--- src/rtl/alu_pkg.sv ---
// Shared types and constants for the alu_pipe datapath ALU.
package alu_pkg;

    typedef enum logic [2:0] {
        ALU_ADD = 3'd0,
        ALU_SUB = 3'd1,
        ALU_AND = 3'd2,
        ALU_OR  = 3'd3,
        ALU_XOR = 3'd4,
        ALU_SHL = 3'd5,
        ALU_SHR = 3'd6,
        ALU_MUL = 3'd7
    } alu_op_t;

    typedef enum logic [1:0] {
        IDLE = 2'd0,
        BUSY = 2'd1,
        DONE = 2'd2
    } state_t;

    localparam int FLAG_N = 3;
    localparam int FLAG_Z = 2;
    localparam int FLAG_C = 1;
    localparam int FLAG_V = 0;

    function automatic logic [3:0] pack_flags(input logic n, input logic z,
                                              input logic c, input logic v);
        logic [3:0] f;
        f         = '0;
        f[FLAG_N] = n;
        f[FLAG_Z] = z;
        f[FLAG_C] = c;
        f[FLAG_V] = v;
        return f;
    endfunction

endpackage

--- src/rtl/alu_pipe_if.sv ---
// Request/response channel between the operand-read stage and writeback.
interface alu_pipe_if #(parameter int WIDTH = 16);
    import alu_pkg::*;

    // Both channels are valid/ready: a transfer happens on the rising edge where
    // valid && ready; valid and its payload must hold steady until that edge.
    logic             in_valid;
    logic             in_ready;
    alu_op_t          opcode;
    logic [WIDTH-1:0] operand1;
    logic [WIDTH-1:0] operand2;
    logic [WIDTH-1:0] result;
    logic [3:0]       flags;
    logic             out_valid;
    logic             out_ready;

    modport master (
        output in_valid, opcode, operand1, operand2, out_ready,
        input  in_ready, result, flags, out_valid
    );

    modport slave (
        input  in_valid, opcode, operand1, operand2, out_ready,
        output in_ready, result, flags, out_valid
    );

endinterface

--- src/rtl/alu_mul_seq.sv ---
// Iterative shift-add unsigned multiplier; the start edge performs the first of
// WIDTH iterations. Instantiated by alu_pipe only when ALU_MUL_EN is defined.
module alu_mul_seq #(
    parameter int WIDTH = 16
) (
    input  logic               clk,
    input  logic               rst,
    input  logic               start_i,
    input  logic [WIDTH-1:0]   mcand_i,
    input  logic [WIDTH-1:0]   mplier_i,
    output logic               busy_o,
    output logic               done_o,
    output logic [2*WIDTH-1:0] product_o
);

    localparam int CW = $clog2(WIDTH + 1);
    localparam logic [CW-1:0] LAST_CNT = CW'(WIDTH - 1);

    logic [2*WIDTH-1:0] acc_q;
    logic [2*WIDTH-1:0] mcand_q;
    logic [WIDTH-1:0]   mplier_q;
    logic [CW-1:0]      cnt_q;
    logic               busy_q;
    logic               done_q;

    always_ff @(posedge clk) begin
        if (rst) begin
            acc_q    <= '0;
            mcand_q  <= '0;
            mplier_q <= '0;
            cnt_q    <= '0;
            busy_q   <= 1'b0;
            done_q   <= 1'b0;
        end else begin
            done_q <= 1'b0;
            if (start_i) begin
                acc_q    <= mplier_i[0] ? {{WIDTH{1'b0}}, mcand_i} : '0;
                mcand_q  <= {{WIDTH{1'b0}}, mcand_i} << 1;
                mplier_q <= mplier_i >> 1;
                cnt_q    <= CW'(1);
                busy_q   <= 1'b1;
            end else if (busy_q) begin
                if (mplier_q[0]) begin
                    acc_q <= acc_q + mcand_q;
                end
                mcand_q  <= mcand_q << 1;
                mplier_q <= mplier_q >> 1;
                cnt_q    <= cnt_q + CW'(1);
                // done pulses for one cycle once the final partial product is added
                if (cnt_q == LAST_CNT) begin
                    busy_q <= 1'b0;
                    done_q <= 1'b1;
                end
            end
        end
    end

    assign busy_o    = busy_q;
    assign done_o    = done_q;
    assign product_o = acc_q;

endmodule

--- src/rtl/alu_pipe.sv ---
// Handshaked integer ALU with NZCV flags. Define ALU_MUL_EN to enable the
// iterative multiplier for ALU_MUL; otherwise ALU_MUL returns 0 in one cycle.
module alu_pipe
    import alu_pkg::*;
#(
    parameter int WIDTH = 16
) (
    input  logic       clk,
    input  logic       rst,
    alu_pipe_if.slave  bus,
    output state_t     state_o
);

    localparam int SW = $clog2(WIDTH);

    state_t           state_q;
    logic [WIDTH-1:0] result_q;
    logic [3:0]       flags_q;
    logic             out_valid_q;

    logic [WIDTH-1:0] op1, op2;
    logic [SW-1:0]    shamt;
    logic [WIDTH:0]   add_ext, shl_ext, shr_ext;
    logic [WIDTH-1:0] alu_res;
    logic             alu_c, alu_v;
    logic             accept;

    assign op1    = bus.operand1;
    assign op2    = bus.operand2;
    assign accept = bus.in_valid && bus.in_ready;

    always_comb begin
        shamt   = op1[SW-1:0];
        add_ext = {1'b0, op2} + {1'b0, op1};
        // Widened shifts leave the last bit shifted out in the extra position
        shl_ext = {1'b0, op2} << shamt;
        shr_ext = {op2, 1'b0} >> shamt;
        alu_res = '0;
        alu_c   = 1'b0;
        alu_v   = 1'b0;
        case (bus.opcode)
            ALU_ADD: begin
                alu_res = add_ext[WIDTH-1:0];
                alu_c   = add_ext[WIDTH];
                alu_v   = (op2[WIDTH-1] == op1[WIDTH-1]) &&
                          (add_ext[WIDTH-1] != op2[WIDTH-1]);
            end
            ALU_SUB: begin
                alu_res = op2 - op1;
                alu_c   = (op2 < op1);
                alu_v   = (op2[WIDTH-1] != op1[WIDTH-1]) &&
                          (alu_res[WIDTH-1] != op2[WIDTH-1]);
            end
            ALU_AND: alu_res = op2 & op1;
            ALU_OR:  alu_res = op2 | op1;
            ALU_XOR: alu_res = op2 ^ op1;
            ALU_SHL: begin
                alu_res = shl_ext[WIDTH-1:0];
                alu_c   = shl_ext[WIDTH];
            end
            ALU_SHR: begin
                alu_res = shr_ext[WIDTH:1];
                alu_c   = shr_ext[0];
            end
            default: alu_res = '0;
        endcase
    end

`ifdef ALU_MUL_EN
    logic               mul_start;
    logic               mul_busy;
    logic               mul_done;
    logic [2*WIDTH-1:0] mul_prod;
    logic               mul_hi_nz;

    assign mul_start = accept && (bus.opcode == ALU_MUL);
    assign mul_hi_nz = |mul_prod[2*WIDTH-1:WIDTH];

    alu_mul_seq #(.WIDTH(WIDTH)) u_mul (
        .clk       (clk),
        .rst       (rst),
        .start_i   (mul_start),
        .mcand_i   (op2),
        .mplier_i  (op1),
        .busy_o    (mul_busy),
        .done_o    (mul_done),
        .product_o (mul_prod)
    );
`endif

    always_ff @(posedge clk) begin
        if (rst) begin
            state_q     <= IDLE;
            result_q    <= '0;
            flags_q     <= '0;
            out_valid_q <= 1'b0;
        end else begin
            case (state_q)
                IDLE: begin
                    if (bus.in_valid) begin
`ifdef ALU_MUL_EN
                        if (bus.opcode == ALU_MUL) begin
                            state_q <= BUSY;
                        end else begin
                            result_q    <= alu_res;
                            flags_q     <= pack_flags(alu_res[WIDTH-1], alu_res == '0,
                                                      alu_c, alu_v);
                            out_valid_q <= 1'b1;
                            state_q     <= DONE;
                        end
`else
                        result_q    <= alu_res;
                        flags_q     <= pack_flags(alu_res[WIDTH-1], alu_res == '0,
                                                  alu_c, alu_v);
                        out_valid_q <= 1'b1;
                        state_q     <= DONE;
`endif
                    end
                end
                BUSY: begin
`ifdef ALU_MUL_EN
                    if (mul_done) begin
                        result_q    <= mul_prod[WIDTH-1:0];
                        flags_q     <= pack_flags(mul_prod[WIDTH-1],
                                                  mul_prod[WIDTH-1:0] == '0,
                                                  mul_hi_nz, mul_hi_nz);
                        out_valid_q <= 1'b1;
                        state_q     <= DONE;
                    end else if (!mul_busy) begin
                        state_q <= IDLE;
                    end
`else
                    state_q <= IDLE;
`endif
                end
                DONE: begin
                    if (bus.out_ready) begin
                        out_valid_q <= 1'b0;
                        state_q     <= IDLE;
                    end
                end
                default: state_q <= IDLE;
            endcase
        end
    end

    assign bus.in_ready  = (state_q == IDLE) && !rst;
    assign bus.result    = result_q;
    assign bus.flags     = flags_q;
    assign bus.out_valid = out_valid_q;
    assign state_o       = state_q;

endmodule

--- src/flat_wrapper.sv ---
// flat-port wrapper written by rule: the top's interface ports become plain ports
module alu_pipe_flat import alu_pkg::*;
#(
    parameter int WIDTH = 16
)
  (clk, rst, state_o, bus_in_valid, bus_opcode, bus_operand1, bus_operand2, bus_out_ready, bus_in_ready, bus_result, bus_flags, bus_out_valid);
  alu_pipe_if #(.WIDTH(WIDTH)) bus_i ();
  input  logic clk;
  input  logic rst;
  output state_t state_o;
  input wire logic [$bits(bus_i.in_valid)-1:0] bus_in_valid;
  input wire logic [$bits(bus_i.opcode)-1:0] bus_opcode;
  input wire logic [$bits(bus_i.operand1)-1:0] bus_operand1;
  input wire logic [$bits(bus_i.operand2)-1:0] bus_operand2;
  input wire logic [$bits(bus_i.out_ready)-1:0] bus_out_ready;
  output wire logic [$bits(bus_i.in_ready)-1:0] bus_in_ready;
  output wire logic [$bits(bus_i.result)-1:0] bus_result;
  output wire logic [$bits(bus_i.flags)-1:0] bus_flags;
  output wire logic [$bits(bus_i.out_valid)-1:0] bus_out_valid;
  assign bus_i.in_valid = bus_in_valid;
  assign bus_i.opcode = bus_opcode;
  assign bus_i.operand1 = bus_operand1;
  assign bus_i.operand2 = bus_operand2;
  assign bus_i.out_ready = bus_out_ready;
  assign bus_in_ready = bus_i.in_ready;
  assign bus_result = bus_i.result;
  assign bus_flags = bus_i.flags;
  assign bus_out_valid = bus_i.out_valid;
  alu_pipe #(.WIDTH(WIDTH)) u_core (.clk(clk), .rst(rst), .bus(bus_i), .state_o(state_o));
endmodule
--- config.mk ---
export PLATFORM = sky130hd
export DESIGN_NAME = alu_pipe_flat
export DESIGN_NICKNAME = d
export VERILOG_FILES = /design/src/rtl/alu_pkg.sv /design/src/rtl/alu_pipe_if.sv /design/src/rtl/alu_mul_seq.sv /design/src/rtl/alu_pipe.sv /design/src/flat_wrapper.sv
export SDC_FILE = /design/constraint.sdc
export NUM_CORES = 1
export LEC_CHECK = 0
export CORE_MARGIN = 3
export CORE_UTILIZATION = 53
export DETAILED_ROUTE_END_ITERATION = 16
export PLACE_DENSITY_LB_ADDON = 0.15
export SKIP_LAST_GASP = 1
export SLEW_MARGIN = 15
export SYNTH_ARGS = -nofsm -noshare
export SYNTH_HDL_FRONTEND = slang
export SYNTH_SLANG_ARGS = --single-unit
--- constraint.sdc ---
create_clock -name clk -period 5.65 [get_ports clk]
set_input_delay 1.13 -clock clk [delete_from_list [all_inputs] [get_ports clk]]
set_output_delay 1.13 -clock clk [all_outputs]
set_load 0.05 [all_outputs]
Word-level counts from Yosys, hierarchy flattened
Cells that the tools add are included.

cells by class
  $add $sub $neg = 2
  $mul = 0
  div/mod/pow operators = 0
  magnitude comparators = 1
  eq/ne operators = 13
  shift operators = 2
  multiplexer cells = 9
  bitwise logic cells = 3
  reductions and logical operators = 11

operator list
  cell                                                  count
  case mux 16 bit (7 select lines)                      1
  adder 16 x 16 -> 17 bit                               1
  left shift 16 x 4 -> 17 bit                           1
  right shift 17 x 4 -> 17 bit                          1
  AND 16 bit                                            1
  zero test 16 bit                                      1
  < comparator 16 bit                                   1
  OR 16 bit                                             1
  subtractor 16 bit                                     1
  XOR 16 bit                                            1
  equality test 3 bit (second input constant)           3
  equality test 3 x 2 -> 1 bit (second input constant)  2
  2-to-1 mux 2 bit                                      2
  != test 2 bit (second input constant)                 2
  case mux 1 bit (2 select lines)                       2
  case mux 1 bit (4 select lines)                       1
  case mux 2 bit (2 select lines)                       1
  AND reduction 2 bit                                   2
  equality test 3 x 1 -> 1 bit (second input constant)  1
  logical AND 1 bit                                     3
  zero test 3 bit                                       1
  != test 1 bit                                         3
  AND reduction 3 bit                                   1
  equality test 2 bit (second input constant)           1
  other kinds (5)                                       6

word-level totals
  register bits = 23
  bits in latches = 0
  bits in writable memories = 0
  ROM bits = 0
  input port bits = 39
  output and inout bits = 24
  word-level logic and storage cells = 45
  memories kept = 0

Longest topological paths before layout
Gate-level depths: netlist of run 1.

  depth in word-level cells = 4
  mapped depth = 15
  mapped depth without buffers = 13

Worst setup path before layout of run 1
Ideal clock, no wire load.

  path type = input to register
  start point = in bus_operand1[2]
  end point = reg u_core.result_q[15] (netlist: u_core.bus.result[15])
  library setup time = 133 ps
  arrival = 4473 ps
  data required time = 5517 ps
  path slack = 1044 ps
  cell stages on the path = 15
  buffers on the path = 4
  path through = clkbuf_1 inv_2 clkbuf_1 clkbuf_1 ha_1 clkbuf_1 nor2b_1 a2111o_1 a31oi_1 a31oi_1 o31ai_1 a21oi_1 a211o_1 a21oi_1 a21oi_1

on the way
  longest elaborated chain between the ends = 2
  elaborated cells on any way between the ends = 5
  those cells by class = 2 x add/sub; 2 x shift; 1 x mux

ends and longest elaborated chain
  item                                             RTL line            RTL
  start: declaration                               flat_wrapper.sv:13  input wire logic [$bits(bus_i.operand1)-1:0] bus_operand1;
  subtractor 16 bit, or another cell as far along  alu_pipe.sv:49      alu_res = op2 - op1;
  case mux 16 bit (7 select lines) (*)             alu_pipe.sv:41      case (bus.opcode)
  end signal: assignment                           alu_pipe.sv:112     result_q <= alu_res;
  end: declaration                                 alu_pipe.sv:17      logic [WIDTH-1:0] result_q;

Every way passes the cells marked *; elsewhere a longest branch is shown, timed or not.
A chain may end at the register's enable or synchronous reset.

Worst setup path in the final report of run 1
  start point = in bus_operand2[1]
  end point = reg u_core.result_q[15] (netlist: u_core.bus.result[15])

on the way
  longest elaborated chain between the ends = 2
  elaborated cells on any way between the ends = 5
  those cells by class = 2 x add/sub; 2 x shift; 1 x mux

ends and longest elaborated chain
  item                                             RTL line            RTL
  start: declaration                               flat_wrapper.sv:14  input wire logic [$bits(bus_i.operand2)-1:0] bus_operand2;
  subtractor 16 bit, or another cell as far along  alu_pipe.sv:49
  case mux 16 bit (7 select lines) (*)             alu_pipe.sv:41

Marks and branches as above.

==> run summary, run 1 <==
===================================================================================
Status ...............................................................    completed
Port buffer count ....................................................           61
Required time of the critical path ...................................      5760 ps
Placed standard-cell area ............................................   5350 sq um
Routed Wire Length ...................................................      16.7 mm
Setup repair after global routing missed its margin ..................           no
Leakage power total ..................................................      2.22 nW
DR pass1 iterations ..................................................            5
RR Startpoint ........................................................ u_core.state_o[1]
Kind of critical path ................................................ primary input to flip-flop
Via count ............................................................        5,275
Number of distinct library cells after synthesis .....................           73
Most frequent cell on the critical path .............................. sky130_fd_sc_hd__a21oi_1
Ports placed on the boundary .........................................           63
Worst max-slew margin expressed relative to the limit ................        0.327
PwrDens ..............................................................  148 nW/um^2
# hold bufs at CTS ...................................................            0
Count of placed standard cells in the final layout, fillers left out .          764
Clock latency on the worst-skew pair .................................       260 ps
Count of H-tree levels built during CTS ..............................            1
Slowest cell on the critical path .................................... sky130_fd_sc_hd__clkdlybuf4s50_1
Most used flip-flop cell after synthesis ............................. sky130_fd_sc_hd__dfxtp_1
Transition time of the tightest slew-check pin .......................      1010 ps
Startpoint of the most critical setup path ........................... bus_operand2[1]
Final weighted congestion of routability-driven global placement .....        0.995
Largest stage delay on the critical path .............................       680 ps
Cell area after technology mapping ...................................   4700 sq um
Detailed-route DRC error count .......................................            0
Number of buffers inserted during clock tree synthesis ...............            3
Power consumption ....................................................     0.801 mW
Synthesis-to-layout area growth ......................................        14.9%
Share of synthesized registers carrying an async set or reset ........            0
Largest driver fanout on the critical path ...........................           10
Setup Total Neg Slack ................................................         0 ps
Synthesized instance count ...........................................          627
Highest achievable clock rate ........................................      211 MHz
Class of the tightest hold or removal check .......................... flip-flop to flip-flop
Master cell of the clock root buffer ................................. sky130_fd_sc_hd__clkbuf_8
Placed cell count ....................................................          760
Data arrival time of the critical path ...............................      4840 ps
Overall track demand over capacity in global routing .................        0.325
Maximum capacitance violations .......................................            0
Number of flops mapped to enable cells by yosys ......................            0
Final-layout fill cell count .........................................          755
Total die area ....................................................... 10,000 sq um
Hold violation total from the final report ...........................            0
Minimum clock period .................................................      4730 ps
Proportion of layout cells with a drive suffix above 1 ...............        0.105
Setup Viol. Count Final ..............................................            0
Number of nets in the final layout ...................................          753
Worst hold start ..................................................... u_core.bus.result[10]
Drt via density ......................................................         6.90
Finished layout cell area ............................................   5400 sq um
Clk sink count .......................................................           20
Largest buffer count on any clock path ...............................            2
Post-CTS Setup Inserts ...............................................            0
Seq/Total Area, Yosys ................................................       0.0851
Setup crit start kind ................................................ primary input
Antenna violations before repair .....................................            0
Final Max Slew Viols .................................................            0
Core area ............................................................   8420 sq um
Global-route wire length before repair ...............................      26.1 mm
Synthesized area divided by synthesized cell count ...................   7.50 sq um
Clock Skew ...........................................................      3.44 ps
Crit share post-route ................................................        0.837
Yosys warnings .......................................................            0
Post_cts resized .....................................................            0
Final antenna diode count ............................................            0
Worst Setup End Kind .................................................    flip-flop
Sum of overflow across all layers after global routing ...............            0
TritonCTS clock tree .................................................        built
DP HPWL ..............................................................      12.9 mm
Critical Path, Cell by Cell .......................................... clkdlybuf4s50_1, inv_1, ha_1, o21ba_2, a2111o_1, a31oi_1, a31oi_1, o31ai_1, a21oi_1, a211o_1, a21oi_1, a21oi_1
Vertical die dimension ...............................................       100 um
Pin count of the biggest net entering global routing .................           45
Routed wirelength normalized by instance count .......................      21.8 um
Std cell rows ........................................................           33
Maximum resistive drop on vdd ........................................     0.101 mV
Number of routed nets with antenna violations ........................            0
Width of the die .....................................................       100 um
Clock transition at the registers of the reported paths ..............        80 ps
Post-synthesis sequential element count ..............................           20
Synthesized net count ................................................          720
DRC violation total after the first TritonRoute iteration ............          537
Via count of the first global-routing pass ...........................        4,780
Initial Utilization ..................................................        0.558
===================================================================================
## cells in the final DEF, fill, tap and decap left out, drive strengths merged, types with 14 or more instances in the layout
cell	count
dfxtp	20
ha	52
a31oi	14
buf	19
a211oi	18
nor3	16
a22oi	14
inv	50
nand2	43
o21ai	34
nor2	67
mux4	24
clkdlybuf4s50	59
a21oi	40
## kinds of logic (layout without fill, tap and decap cells)
family,after synthesis,count (layout),synth area share
AOI/OAI and AO/OA,209,209,0.309
xor gates and xnor gates,9,9,0.0168
adders and majority gates,54,54,0.147
buffers and inverters,100,132,0.0862
DFF,20,20,0.0851
muxes,46,46,0.164
other,1,1,0.000797
and+or+nand+nor,188,188,0.191
## metrics by stage
| step | setup WS (ps) | hold slack, ps | util |
|---|---|---|---|
| after detailed placement | 725 | 449 | 0.635 |
| after CTS | 984 | 460 | 0.641 |
| after global placement | 805 | 442 | 0.635 |
| after floorplan | 1040 | 674 | - |
| final | 920 | 456 | 0.641 |
| after global routing | 699 | 488 | 0.641 |
## synth_stat cells, drive strengths merged, types with 14 or more instances
cell    count  area share
dfxtp      20       0.085
clkbuf     35       0.028
buf        15       0.018
a21oi      40       0.043
a31oi      14       0.019
inv        50       0.040
o21ai      34       0.036
nand2      43       0.034
a22oi      14       0.023
ha         52        0.14
a211oi     18       0.029
nor3       16       0.017
nor2       67       0.053
mux4       24        0.11
## flip-flops by register name, indices dropped and copies added, names as in the netlist
signal,flops
u_core.bus.result,16
u_core.state_o,1
u_core.bus.flags,3
## worst max-delay path, delay by kind of cell
kind                     cells  cell delay [ps]
AO/OA/AOI/OAI                9             2480
buffers and inverters        2              840
adder cells (fa/ha/maj)      1              360
## metal layers
| metal | GRT usage | share of wire | up-vias |
|---|---|---|---|
| li1 | - | - | 2428 |
| met1 | 0.472 | 0.42 | 2478 |
| met2 | 0.490 | 0.44 | 330 |
| met3 | 0.0598 | 0.11 | 39 |
| met4 | 0.0984 | 0.028 | 0 |
| met5 | 0 | 0 | - |
## layout make-up
type                    count  area [sq um]  share of cell area
repair buffers             78           728               0.135
well taps                 105           131              0.0243
flip-flops and latches     20           400              0.0741
multi-input cells         507          3900               0.722
clock buffers               4          55.1              0.0102
inverters                  50           188              0.0347
## report_power, final
group	internal, mW	switching, mW
Sequential	0.153	0.00670
Combinational	0.205	0.325
Clock	0.0621	0.0484
Total	0.421	0.380
## path summary, 6_finish.rpt
| path | endpoint | slack [ps] | cells after the start |
|---|---|---|---|
| max reg2reg | u_core.bus.flags[2] | 2930 | 9 |
| min | u_core.bus.result[10] | 460 | 2 |
| max | u_core.bus.result[15] | 920 | 12 |
| min reg2reg | u_core.bus.result[10] | 460 | 2 |
(Power assumes the default switching activity.)
==> run 2, diff against run 1 <==
- CORE_UTILIZATION: 53 -> 52
- clock period: 5.65 -> 3.9 ns (I/O delays scaled with it)
==> run 2 against run 1 <==
The run now ends with negative setup slack left. Non-clock buffer count rose by 96. Die area up 1.8%. Register-to-register slack got worse by 1300 ps. Sequential share of layout area down 0.96 points. Global-route usage up 3.1 points. Critical path depth increased by 2. Final cell count grew 13%. Largest cell class unchanged. Sequential power is 45% higher. Hold slack improved by 4.4 ps. Setup slack worse by 990 ps. Wire length increased by 10%. Critical path type unchanged.
==> run summary, run 2 (synthesis gave the netlist of run 1 again) <==
===============================================================================
Status ........................................................... complete, but fails checks
Failing checks ................................................... negative setup slack
PwrDens ..........................................................  209 nW/um^2   +41%
Reg-to-reg endpoint .............................................. u_core.bus.flags[2]
Width of the die .................................................       101 um   +0.90%
Worst hold start ................................................. u_core.bus.result[10]
Kind of critical path ............................................ primary input to flip-flop
Highest achievable clock rate ....................................      252 MHz
Initial Utilization ..............................................        0.537   -0.0217
Largest driver fanout on the critical path .......................            3   -7
Vertical die dimension ...........................................       101 um   +0.90%
Worst reg-to-reg path cell count .................................            9   unchanged
Hold Crit Depth ..................................................            2   unchanged
Commonest cells after routing, fill and taps aside ............... sky130_fd_sc_hd__buf_4 (110), sky130_fd_sc_hd__nor2_1 (67), sky130_fd_sc_hd__clkdlybuf4s50_1 (59)
Most common cell after layout, fill and taps aside ............... sky130_fd_sc_hd__buf_4
Post-CTS Setup Inserts ...........................................            0   unchanged
Final antenna diode count ........................................            0   unchanged
Clock Skew .......................................................      1.06 ps   -2.38 ps
# hold bufs at CTS ...............................................            0   unchanged
Max reg flops ....................................................           16   unchanged
Std cell rows ....................................................           34   +3.0%
Leakage power total ..............................................      2.70 nW   +22%
Final Max Slew Viols .............................................            0   unchanged
Antenna violations before repair .................................            0   unchanged
Minimum clock period .............................................      3970 ps
Via count ........................................................        5,792   +9.8%
Required time of the critical path ...............................      4110 ps   -1650 ps
Via count of the first global-routing pass .......................        5,445   +14%
Sum of overflow across all layers after global routing ...........            0   unchanged
Reg2reg setup slack ..............................................      1670 ps   -1260 ps
Maximum capacitance violations ...................................            0   unchanged
Worst Setup End Kind .............................................    flip-flop
Number of nets in the final layout ...............................          849   +13%
Data arrival time of the critical path ...........................      4180 ps   -660 ps
Number of buffers inserted during clock tree synthesis ...........            3   unchanged
Setup crit start kind ............................................ primary input
Total die area ................................................... 10,200 sq um   +1.8%
RR Startpoint .................................................... u_core.state_o[1]
Share of the core filled with cells ..............................        0.708   +0.0668
Count of H-tree levels built during CTS ..........................            1   unchanged
Routed wirelength normalized by instance count ...................      21.3 um   -2.5%
Hold EP .......................................................... u_core.bus.result[10]
DRC violation total after the first TritonRoute iteration ........          645   +20%
Ports placed on the boundary .....................................           63   unchanged
Master cell of the clock root buffer ............................. sky130_fd_sc_hd__clkbuf_8
Transition time of the tightest slew-check pin ...................      1020 ps   +15.9 ps
Clock transition at the registers of the reported paths ..........        80 ps   about the same
Setup Viol. Count Final ..........................................            1   +1
Clock latency on the worst-skew pair .............................       260 ps   about the same
Final-layout fill cell count .....................................          751   -0.53%
Port buffer count ................................................           61   unchanged
Largest buffer count on any clock path ...........................            2   unchanged
Routed Wire Length ...............................................      18.4 mm   +10%
Power consumption ................................................      1.30 mW   +62%
DP HPWL ..........................................................      14.8 mm   +15%
Final worst slack ................................................     -68.4 ps   -988 ps
Overall track demand over capacity in global routing .............        0.356   +0.0311
Placed standard-cell area ........................................   6110 sq um   +14%
Area occupied by multi-input gates ...............................   3950 sq um   +1.2%
Finished layout cell area ........................................   6210 sq um   +15%
DR pass1 iterations ..............................................            5   unchanged
TritonCTS clock tree .............................................        built
Global-route wire length before repair ...........................      28.8 mm   +10%
Proportion of layout cells with a drive suffix above 1 ...........        0.230   +0.126
Startpoint of the most critical setup path ....................... bus_operand2[0]
Setup repair after global routing missed its margin ..............          yes
Clk sink count ...................................................           20   unchanged
Final weighted congestion of routability-driven global placement .         1.00   +0.53%
Number of routed nets with antenna violations ....................            0   unchanged
Maximum resistive drop on vdd ....................................     0.209 mV   +110%
Hold violation total from the final report .......................            0   unchanged
Drt via density ..................................................         6.71   -2.8%
Detailed-route DRC error count ...................................            0   unchanged
Register Area ....................................................    400 sq um   unchanged
Worst max-slew margin expressed relative to the limit ............        0.316   -0.0107
Crit share post-route ............................................         1.02
Core area ........................................................   8760 sq um   +4.0%
Pin count of the biggest net entering global routing .............           36   -20%
Post_cts resized .................................................            1   +1
Class of the tightest hold or removal check ...................... flip-flop to flip-flop
Synthesis-to-layout area growth ..................................        31.9%
===============================================================================
## run 2: metal layers
layer,part of all wire,global-route usage,vias up
met3,0.11,0.0817,63
met2,0.44,0.545,359
li1,-,-,2611
met1,0.41,0.488,2759
met5,0,0,-
met4,0.050,0.137,0
## run 2: worst max path at each step
stage / end / slack, ps / cells past startpoint
finish: u_core.bus.flags[2] / -70 / 14
CTS: u_core.bus.flags[2] / 20 / 14
floorplan: u_core.bus.result[15] / 20 / 15
global route: u_core.bus.flags[2] / -80 / 14
global placement: u_core.bus.flags[2] / -290 / 14
detailed placement: u_core.bus.flags[2] / -330 / 14
## run 2: worst max-delay path, stage by stage
cell,delay [ps]
sky130_fd_sc_hd__clkdlybuf4s50_1,460
sky130_fd_sc_hd__inv_1,100
sky130_fd_sc_hd__ha_1,200
sky130_fd_sc_hd__inv_1,70
sky130_fd_sc_hd__fa_1,380
sky130_fd_sc_hd__nor2b_1,190
sky130_fd_sc_hd__o21ai_0,300
sky130_fd_sc_hd__nand3_1,230
sky130_fd_sc_hd__a31oi_1,280
sky130_fd_sc_hd__a21oi_1,130
sky130_fd_sc_hd__a2111oi_0,520
sky130_fd_sc_hd__o32a_1,260
sky130_fd_sc_hd__and2_1,140
sky130_fd_sc_hd__a31o_1,130
## run 2: metrics by stage
step	std cells	hold WS (ps)	TNS [ps]	setup WS [ps]
detailed placement	859	450	-677	-335
global placement	859	442	-408	-287
finish	863	461	-68.4	-68.4
CTS	863	461	0	20.3
global route	863	506	-154	-75.2
floorplan	627	674	0	22.8
## run 2: layout make-up
type                            count  area share
Clock buffer                        4     0.00887
Multi-Input combinational cell    507       0.636
Timing Repair Buffer              174       0.238
Tap cell                          108      0.0218
Sequential cell                    20      0.0645
Inverter                           50      0.0308
## run 2: report_power, final
| group | switching (mW) | internal (mW) |
|---|---|---|
| registers | 0.0103 | 0.222 |
| logic | 0.511 | 0.395 |
| clock network | 0.0709 | 0.0899 |
